===== src/rtl/adj_button_conditioner.sv =====
// Clock-adjust button conditioner: 2-flop sync, debounce, press pulse.
// Define ADJ_AUTO_REPEAT_EN to build the hold-to-repeat FSM per channel.
module adj_button_conditioner #(
    parameter int DEBOUNCE_CYCLES = 315000,
    parameter int REPEAT_DELAY    = 15750000,
    parameter int REPEAT_PERIOD   = 3150000
) (
    input  logic       clk,
    input  logic       reset_n,
    input  logic [2:0] btn_in,
    output logic [2:0] adj_pulse,
    output logic [2:0] btn_level
);

    localparam int DW = $clog2(DEBOUNCE_CYCLES);
    localparam logic [DW-1:0] DB_LAST = DW'(DEBOUNCE_CYCLES - 1);

`ifdef ADJ_AUTO_REPEAT_EN
    localparam int TMAX = (REPEAT_DELAY > REPEAT_PERIOD) ?
                          REPEAT_DELAY : REPEAT_PERIOD;
    localparam int TW = $clog2(TMAX);
    localparam logic [TW-1:0] RD_LAST = TW'(REPEAT_DELAY - 1);
    localparam logic [TW-1:0] RP_LAST = TW'(REPEAT_PERIOD - 1);

    typedef enum logic [1:0] {
        ST_IDLE,
        ST_HOLD,
        ST_REPEAT
    } rep_state_t;
`endif

    logic [2:0] sync_q1;
    logic [2:0] sync_q2;

    // Bring the asynchronous pad levels into the clk domain.
    always_ff @(posedge clk or negedge reset_n) begin
        if (!reset_n) begin
            sync_q1 <= '0;
            sync_q2 <= '0;
        end else begin
            sync_q1 <= btn_in;
            sync_q2 <= sync_q1;
        end
    end

    for (genvar i = 0; i < 3; i++) begin : g_ch
        logic [DW-1:0] cnt_q;
        logic          level_q;
        logic          pulse_q;
        logic          rise;

        // Rising edge of the debounced level, known one edge early.
        assign rise = ~level_q & sync_q2[i] & (cnt_q == DB_LAST);

        // Accept a new level only after DEBOUNCE_CYCLES of disagreement.
        always_ff @(posedge clk or negedge reset_n) begin
            if (!reset_n) begin
                cnt_q   <= '0;
                level_q <= 1'b0;
            end else if (sync_q2[i] == level_q) begin
                cnt_q <= '0;
            end else if (cnt_q == DB_LAST) begin
                cnt_q   <= '0;
                level_q <= ~level_q;
            end else begin
                cnt_q <= cnt_q + 1'b1;
            end
        end

`ifdef ADJ_AUTO_REPEAT_EN
        rep_state_t    state_q;
        rep_state_t    state_d;
        logic [TW-1:0] tmr_q;
        logic [TW-1:0] tmr_d;
        logic          pulse_d;

        // Repeat state, timer and registered pulse.
        always_ff @(posedge clk or negedge reset_n) begin
            if (!reset_n) begin
                state_q <= ST_IDLE;
                tmr_q   <= '0;
                pulse_q <= 1'b0;
            end else begin
                state_q <= state_d;
                tmr_q   <= tmr_d;
                pulse_q <= pulse_d;
            end
        end

        // Press pulse, then first repeat after the delay, then periodic.
        always_comb begin
            state_d = state_q;
            tmr_d   = tmr_q;
            pulse_d = 1'b0;
            unique case (state_q)
                ST_IDLE: begin
                    if (rise) begin
                        pulse_d = 1'b1;
                        tmr_d   = '0;
                        state_d = ST_HOLD;
                    end
                end
                ST_HOLD: begin
                    if (!level_q) begin
                        tmr_d   = '0;
                        state_d = ST_IDLE;
                    end else if (tmr_q == RD_LAST) begin
                        pulse_d = 1'b1;
                        tmr_d   = '0;
                        state_d = ST_REPEAT;
                    end else begin
                        tmr_d = tmr_q + 1'b1;
                    end
                end
                ST_REPEAT: begin
                    if (!level_q) begin
                        tmr_d   = '0;
                        state_d = ST_IDLE;
                    end else if (tmr_q == RP_LAST) begin
                        pulse_d = 1'b1;
                        tmr_d   = '0;
                    end else begin
                        tmr_d = tmr_q + 1'b1;
                    end
                end
                default: begin
                    tmr_d   = '0;
                    state_d = ST_IDLE;
                end
            endcase
        end
`else
        // One pulse per accepted press, aligned with the level rise.
        always_ff @(posedge clk or negedge reset_n) begin
            if (!reset_n) begin
                pulse_q <= 1'b0;
            end else begin
                pulse_q <= rise;
            end
        end
`endif

        assign btn_level[i] = level_q;
        assign adj_pulse[i] = pulse_q;
    end

endmodule

===== config.mk =====
export PLATFORM = sky130hd
export DESIGN_NAME = adj_button_conditioner
export DESIGN_NICKNAME = d
export VERILOG_FILES = /design/src/rtl/adj_button_conditioner.sv
export SDC_FILE = /design/constraint.sdc
export NUM_CORES = 1
export LEC_CHECK = 0
export CAP_MARGIN = 20
export CORE_MARGIN = 2
export CORE_UTILIZATION = 60
export CTS_BUF_LIST = sky130_fd_sc_hd__clkbuf_2 sky130_fd_sc_hd__clkbuf_4 sky130_fd_sc_hd__clkbuf_8
export DETAILED_ROUTE_END_ITERATION = 10
export GPL_TIMING_DRIVEN = 0
export HOLD_SLACK_MARGIN = 0.1
export PLACE_DENSITY = 0.81
export REMOVE_ABC_BUFFERS = 1
export SYNTH_ARGS = -nofsm -noshare
export SYNTH_HDL_FRONTEND = slang
export SYNTH_SLANG_ARGS = --single-unit

===== constraint.sdc =====
create_clock -name clk -period 2.5 [get_ports clk]
set_input_delay 0.5 -clock clk [delete_from_list [all_inputs] [get_ports clk]]
set_output_delay 0.5 -clock clk [all_outputs]
set_load 0.005 [all_outputs]

==> summary.txt, run 1 <==
Power
  – P per Cell Area: 599 mW/mm^2
  – Comb power frac: 3.1%
  – Static Leak: 0.00149 uW
  – Tot Pwr: 2250 uW
  – Maximum vdd drop: 452 uV
  – Internal: 1750 uW
  – Sequential share of power: 50.9%
  – Clock network power share: 46.0%
  – Psw: 504 uW
  – Switching part of the total power: 22.3%

Yosys
  – Synth top area cells: dfrtp_1 50%, xnor2_1 8.8%, nor2_1 6.5%
  – Yosys top cell area share: 49.7%
  – Post-Synthesis Cell Area: 0.00347 sq mm
  – Ys Warns: 0
  – EDFF count, synth: 0
  – Count leader, synth: dfrtp_1
  – Post-Synthesis Cells: 351
  – Asr flop ratio synth: 100%
  – Post-synth top area cell: dfrtp_1
  – Most used DFF post-synth: dfrtp_1
  – Sequential area share after synthesis: 49.7%
  – Post-synthesis area per instance: 9.89 sq um
  – #FFs+latches synth: 69
  – Top cells by count, synth: 69 x dfrtp_1, 60 x nor2_1, 35 x xnor2_1, 21 x nand3_1
  – Cell variety after synth: 35

Die
  – Starting Density: 62.7%
  – Die width: 80.1 um
  – Rows: 27
  – Core footprint: 0.00554 sq mm
  – Die height: 80.1 um
  – # IOs: 11
  – Die ar.: 0.00641 sq mm

Critical path
  – Data arrival, critical path: 2.31 ns
  – Startpoint types: flip-flop
  – Crit-path cells: or4bb_1, nor4_1, a21o_1, nor2_1
  – Crit path max-delay family: simple AND/OR/NAND/NOR gates
  – Worst-path maximum fanout: 17
  – Setup crit end kind: flip-flop
  – Crit Path Category: flip-flop to flip-flop
  – CP Data Required Time: 2.71 ns
  – Flop2flop setup slack: 0.39 ns
  – Critical Path Max Stage Delay: 0.54 ns
  – CP bufs+invs: 0
  – CP max stage cell: a21o_1

Global routing
  – Largest net degree at the start of global routing: 70
  – Initial antenna violation count: 0
  – First-pass GRT wire length: 11.1 mm
  – Grt ovf: 0
  – Vias in the first global route: 2,528
  – GRT Total Usage: 22.4%

CTS
  – Max Buffers Root-to-Sink: 2
  – PostCTS Resize Cnt: 0
  – CTS Sinks: 69
  – Hold Buf Count CTS: 0
  – Htree depth: 3
  – TritonCTS buffer count: 9
  – Root buf cell: clkbuf_8
  – Setup bufs post-CTS: 0
  – CTS tree: done
  – Clk Latency, worst-skew pair: 0.35 ns
  – Clock transition at path regs: 0.08 ns

Flow run
  – Max cap viols: 0

Routing
  – DRT Pass-1 Iters: 4
  – Detailed Route WL: 6.39 mm
  – ANT nets after route: 0
  – Initial DRC Count: 153
  – Routed vias: 2,565
  – Drt drc: 0
  – Average wire per standard cell: 14.9 um
  – Via density: 5.98

Status
  – Run status: finished, final reports clean

Cells and area
  – Share of cells above drive strength 1: 5.88%
  – Synth-to-layout area growth: 8.43%
  – Nets: 363
  – Antenna Cells: 0

STA
  – Tcrit/Tclk final: 84.3%
  – Fmax: 475 MHz
  – Final Hold Viols: 0
  – Max transition margin: 44.4%
  – Slew Limit Fails: 0
  – Worst Clk Skew: 0.00721 ns
  – Final setup violation count: 0
  – Setup TNS: 0 ns
  – Worst Tran Pin Value: 0.834 ns
  – RSZ-0062 raised after global routing: false
  – Final min period: 2.11 ns
  – Fin Hold WS: 0.253 ns

Placed design
  – Gpl congestion: 0.926
  – Post-detail-place hpwl: 4.26 mm
  – Input/output buffers: 10

Hold path
  – Worst Hold Class: input pin to asynchronous set/reset pin
area by class of cell:
class | instances | area, sq um
fill | 430 | 1780
clock buffer | 10 | 138
clock inverter | 6 | 93.8
tap | 72 | 90.1
sequential | 69 | 1730
timing repair buffer | 10 | 97.6
multi-input combinational | 249 | 1570
inverter | 13 | 48.8
worst register-to-register path: stages (launching register included):
cell and delay [ns]:
dfrtp_1 0.46, or4bb_1 0.53, nor4_1 0.31, a21o_1 0.54, nor2_1 0.12
power groups by stage:
| stage | combinational [uW] | clock (uW) | sequential [uW] |
|---|---|---|---|
| finish | 69.7 | 1040 | 1150 |
| global route | 81.6 | 1110 | 1150 |
| CTS | 72.2 | 1060 | 1150 |
| detailed placement | 71.6 | 0 | 1170 |
| global placement | 71.2 | 0 | 1170 |
| floorplan | 35.2 | 0 | 1170 |
flip-flops by register name (all words and copies together), names as in the netlist:
register / flops
sync_q1: 3
g_ch.level_q: 3
g_ch.cnt_q: 57
sync_q2: 3
g_ch.pulse_q: 3
layer usage:
layer	GRT usage, %	up-vias	wire (um)
li1	-	1219	-
met1	27.4	1270	2800
met2	37.3	67	3200
met3	6.29	9	303
met4	9.49	0	84
met5	0	-	0
cell usage in the layout (no fill, tap or decap), types with 3 or more instances in the layout:
cell type | synthesis | routed
mux2i_1 | 3 | 3
a21oi_1 | 6 | 6
a21o_1 | 3 | 3
ha_1 | 6 | 6
xor2_1 | 13 | 13
nand3b_1 | 4 | 4
nand4_1 | 20 | 20
nand2_1 | 14 | 14
dfrtp_1 | 69 | 69
clkdlybuf4s50_1 | 0 | 9
nand3_1 | 21 | 21
nor2_1 | 60 | 60
inv_1 | 13 | 13
clkbuf_8 | 0 | 10
xnor2_1 | 35 | 35
and3_1 | 4 | 4
and4_1 | 6 | 6
nor4_1 | 20 | 20
nor3_1 | 14 | 14
worst paths after layout:
check                                  startpoint                end  cells after the start
worst max-delay path            g_ch[2].cnt_q[12]  g_ch[2].cnt_q[15]                      4
worst min-delay path                      reset_n  g_ch[1].cnt_q[11]                      1
worst max register to register  g_ch[2].cnt_q[12]  g_ch[2].cnt_q[15]                      4
worst min register to register         sync_q1[0]         sync_q2[0]                      0
max in group asynchronous                 reset_n   g_ch[0].cnt_q[8]                      1
min in group clk                       sync_q1[0]         sync_q2[0]                      0
metrics by stage:
| stage | instances | util [%] | setup WS [ns] | instance area [sq um] |
|---|---|---|---|---|
| after floorplan | 331 | - | 0.756 | 3350 |
| after global placement | 413 | 63.8 | -1.32 | 3540 |
| after detailed placement | 413 | 63.8 | 0.434 | 3530 |
| after CTS | 429 | 68.0 | 0.417 | 3760 |
| after global routing | 429 | 68.0 | 0.268 | 3760 |
| final | 429 | 68.0 | 0.393 | 3760 |
cells by family after synthesis:
logic type | synth area share (%)
buffers and inverters | 5.04
multiplexers | 0.865
AO/OA/AOI/OAI | 2.05
XOR/XNOR | 12.1
adder cells (fa/ha/maj) | 2.16
flip-flops | 49.7
AND/OR/NAND/NOR | 28.0
No activity file was read; power rests on OpenSTA's default activity.
==> inputs of run 2 (changes only) <==
Settings changed: CORE_UTILIZATION 60 to 57.
Clock period 2.5 ns to 1.75 ns, I/O delays scaled along.
==> run 2 against run 1 <==
  * The run now ends with negative setup slack left
  * Die area rose by 5.0%
  * Critical path depth rose by 1
  * Combinational power rose by 110%
  * Sequential share of layout area fell by 3.5 points
  * Sequential power rose by 43%
  * Register-to-register slack got worse by 0.43 ns
  * Wire length rose by 16%
  * Clock power rose by 12%
  * Critical endpoint is now g_ch[2].cnt_q[7]
==> summary.txt, run 2 (same netlist as run 1, synthesis figures left out) <==
Critical path
  – Data arrival, critical path: 2.03 ns
  – Worst-path maximum fanout: 7
  – CP Data Required Time: 1.99 ns
  – CP max stage cell: or4bb_4
  – Critical Path Max Stage Delay: 0.56 ns
  – Crit-path cells: or4bb_4, nor4_4, a21o_2, buf_8, nor2_1
  – Crit Path Category: flip-flop to flip-flop
  – Setup crit end kind: flip-flop
  – Startpoint types: flip-flop

Die
  – Die ar.: 0.00673 sq mm
  – Core footprint: 0.00592 sq mm
  – Starting Density: 58.6%
  – # IOs: 11
  – Die height: 82.0 um
  – Die width: 82.0 um
  – Rows: 28

Cells and area
  – Multi-input gate area: 0.00176 sq mm
  – Commonest non-fill, non-tap cell in the layout: dfrtp_1
  – Synth-to-layout area growth: 18.2%
  – Nets: 381
  – Antenna Cells: 0
  – Register area: 0.00174 sq mm
  – Max reg flops: 57
  – Number of fillers in the final layout: 421
  – Share of cells above drive strength 1: 21.3%
  – Most frequent cells in the layout: 58 x dfrtp_1, 50 x nor2_1, 35 x xnor2_1
  – Top reg by flops: g_ch.cnt_q

Global routing
  – Met2 usage: 33.7%
  – Largest net degree at the start of global routing: 70
  – Met3 usage: 6.59%
  – GRT Total Usage: 22.0%
  – Busiest layer in global routing: met2
  – Vias in the first global route: 2,380
  – Grt ovf: 0
  – Initial antenna violation count: 0
  – First-pass GRT wire length: 11.1 mm
  – Met1 GRT Util: 29.8%

CTS
  – Root buf cell: clkbuf_8
  – Clk Latency, worst-skew pair: 0.35 ns
  – CTS tree: done
  – Clock transition at path regs: 0.07 ns
  – Htree depth: 3
  – Max Buffers Root-to-Sink: 2
  – TritonCTS buffer count: 9
  – CTS Sinks: 69

Routing
  – Via density: 6.06
  – ANT nets after route: 0
  – Initial DRC Count: 268
  – Detailed Route WL: 7.38 mm
  – Drt drc: 0
  – DRT Pass-1 Iters: 4
  – Routed vias: 2,725
  – Average wire per standard cell: 16.4 um

Placed design
  – Input/output buffers: 10
  – Post-detail-place hpwl: 4.20 mm
  – Setup WS pre-CTS: -0.307 ns
  – Gpl congestion: 0.899

Status
  – Failing checks: negative setup slack
  – Run status: finished, violations left

Power
  – Static Leak: 0.00160 uW
  – Tot Pwr: 2950 uW
  – Maximum vdd drop: 677 uV
  – P per Cell Area: 719 mW/mm^2

Flow run
  – Max cap viols: 0

STA
  – Final setup violation count: 16
  – Final Hold Viols: 0
  – Slew Limit Fails: 0
  – RSZ-0062 raised after global routing: true
  – Fin worst setup slack: -0.0405 ns
  – Tcrit/Tclk final: 102%
  – Fmax: 558 MHz
  – Fin Hold WS: 0.107 ns
  – Worst Tran Pin Value: 0.848 ns
  – Final min period: 1.79 ns
  – Worst Clk Skew: 0.00665 ns
  – Max transition margin: 43.5%

Hold path
  – Worst Hold Class: input pin to asynchronous set/reset pin
## run 2: cell count changes in the layout (fill, tap and decap cells not counted), sizes merged
| cell | change |
|---|---|
| buf | +17 |
| clkbuf | +3 |
| clkinvlp | -1 |
| bufinv | -2 |
| clkinv | +3 |
| inv | -2 |
## run 2: stage by stage
| stage | setup TNS [ns] | util, % | instances | instance area (sq um) |
|---|---|---|---|---|
| CTS | 0 | 64.8 | 438 | 3840 |
| finish | -0.414 | 69.3 | 450 | 4110 |
| floorplan | 0 | - | 331 | 3350 |
| global placement | -141.86 | 59.8 | 416 | 3540 |
| detailed placement | -13.57 | 59.7 | 416 | 3540 |
| global route | -1.23 | 69.3 | 450 | 4110 |
## run 2: critical path, delay by kind of cell (launching register included)
kind	cells	cell delay, ns
compound gates	1	0.22
flops	1	0.43
buf+inv	1	0.17
simple gates	3	0.86
## run 2: path summary, 6_finish.rpt
| path | from | endpoint | slack, ns | depth (start not counted) |
|---|---|---|---|---|
| setup / recovery | g_ch[2].cnt_q[14] | g_ch[2].cnt_q[7] | -0.04 | 5 |
| hold / removal | reset_n | g_ch[1].cnt_q[13] | 0.11 | 1 |
| setup reg to reg | g_ch[2].cnt_q[14] | g_ch[2].cnt_q[7] | -0.04 | 5 |
| hold reg to reg | sync_q1[2] | sync_q2[2] | 0.35 | 0 |
| max in group asynchronous | reset_n | g_ch[0].cnt_q[8] | 1.03 | 1 |
| min in group clk | sync_q1[2] | sync_q2[2] | 0.35 | 0 |
## run 2: report_power, final
part / internal (uW) / total (uW) / switching (uW) / leakage [uW]
clock network: 580 / 1160 / 585 / 0.0000969
registers: 1620 / 1640 / 23.9 / 0.000924
logic: 62.1 / 148 / 85.6 / 0.000578
## run 2: area by class of cell
class / instances / share of cell area (%)
well taps: 75 / 2.29
clock inverters: 4 / 0.579
multi-input cells: 249 / 42.8
clock buffers: 12 / 3.72
inverters: 13 / 1.19
flip-flops and latches: 69 / 42.4
repair buffers: 28 / 7.07
## run 2: per-layer routing
layer | part of all wire (%) | routed length, um
met1 | 43 | 3140
met2 | 50 | 3680
met3 | 5.2 | 382
met4 | 2.5 | 181
met5 | 0 | 0
## run 2: what timing repair did
action | CTS | global route
setup buffers | 6 | 10
gates cloned | 0 | 2
resized for setup | 14 | 42
hold buffers | 0 | 0
pin swaps | 3 | 19
endpoints found under the setup margin | 53 | 54
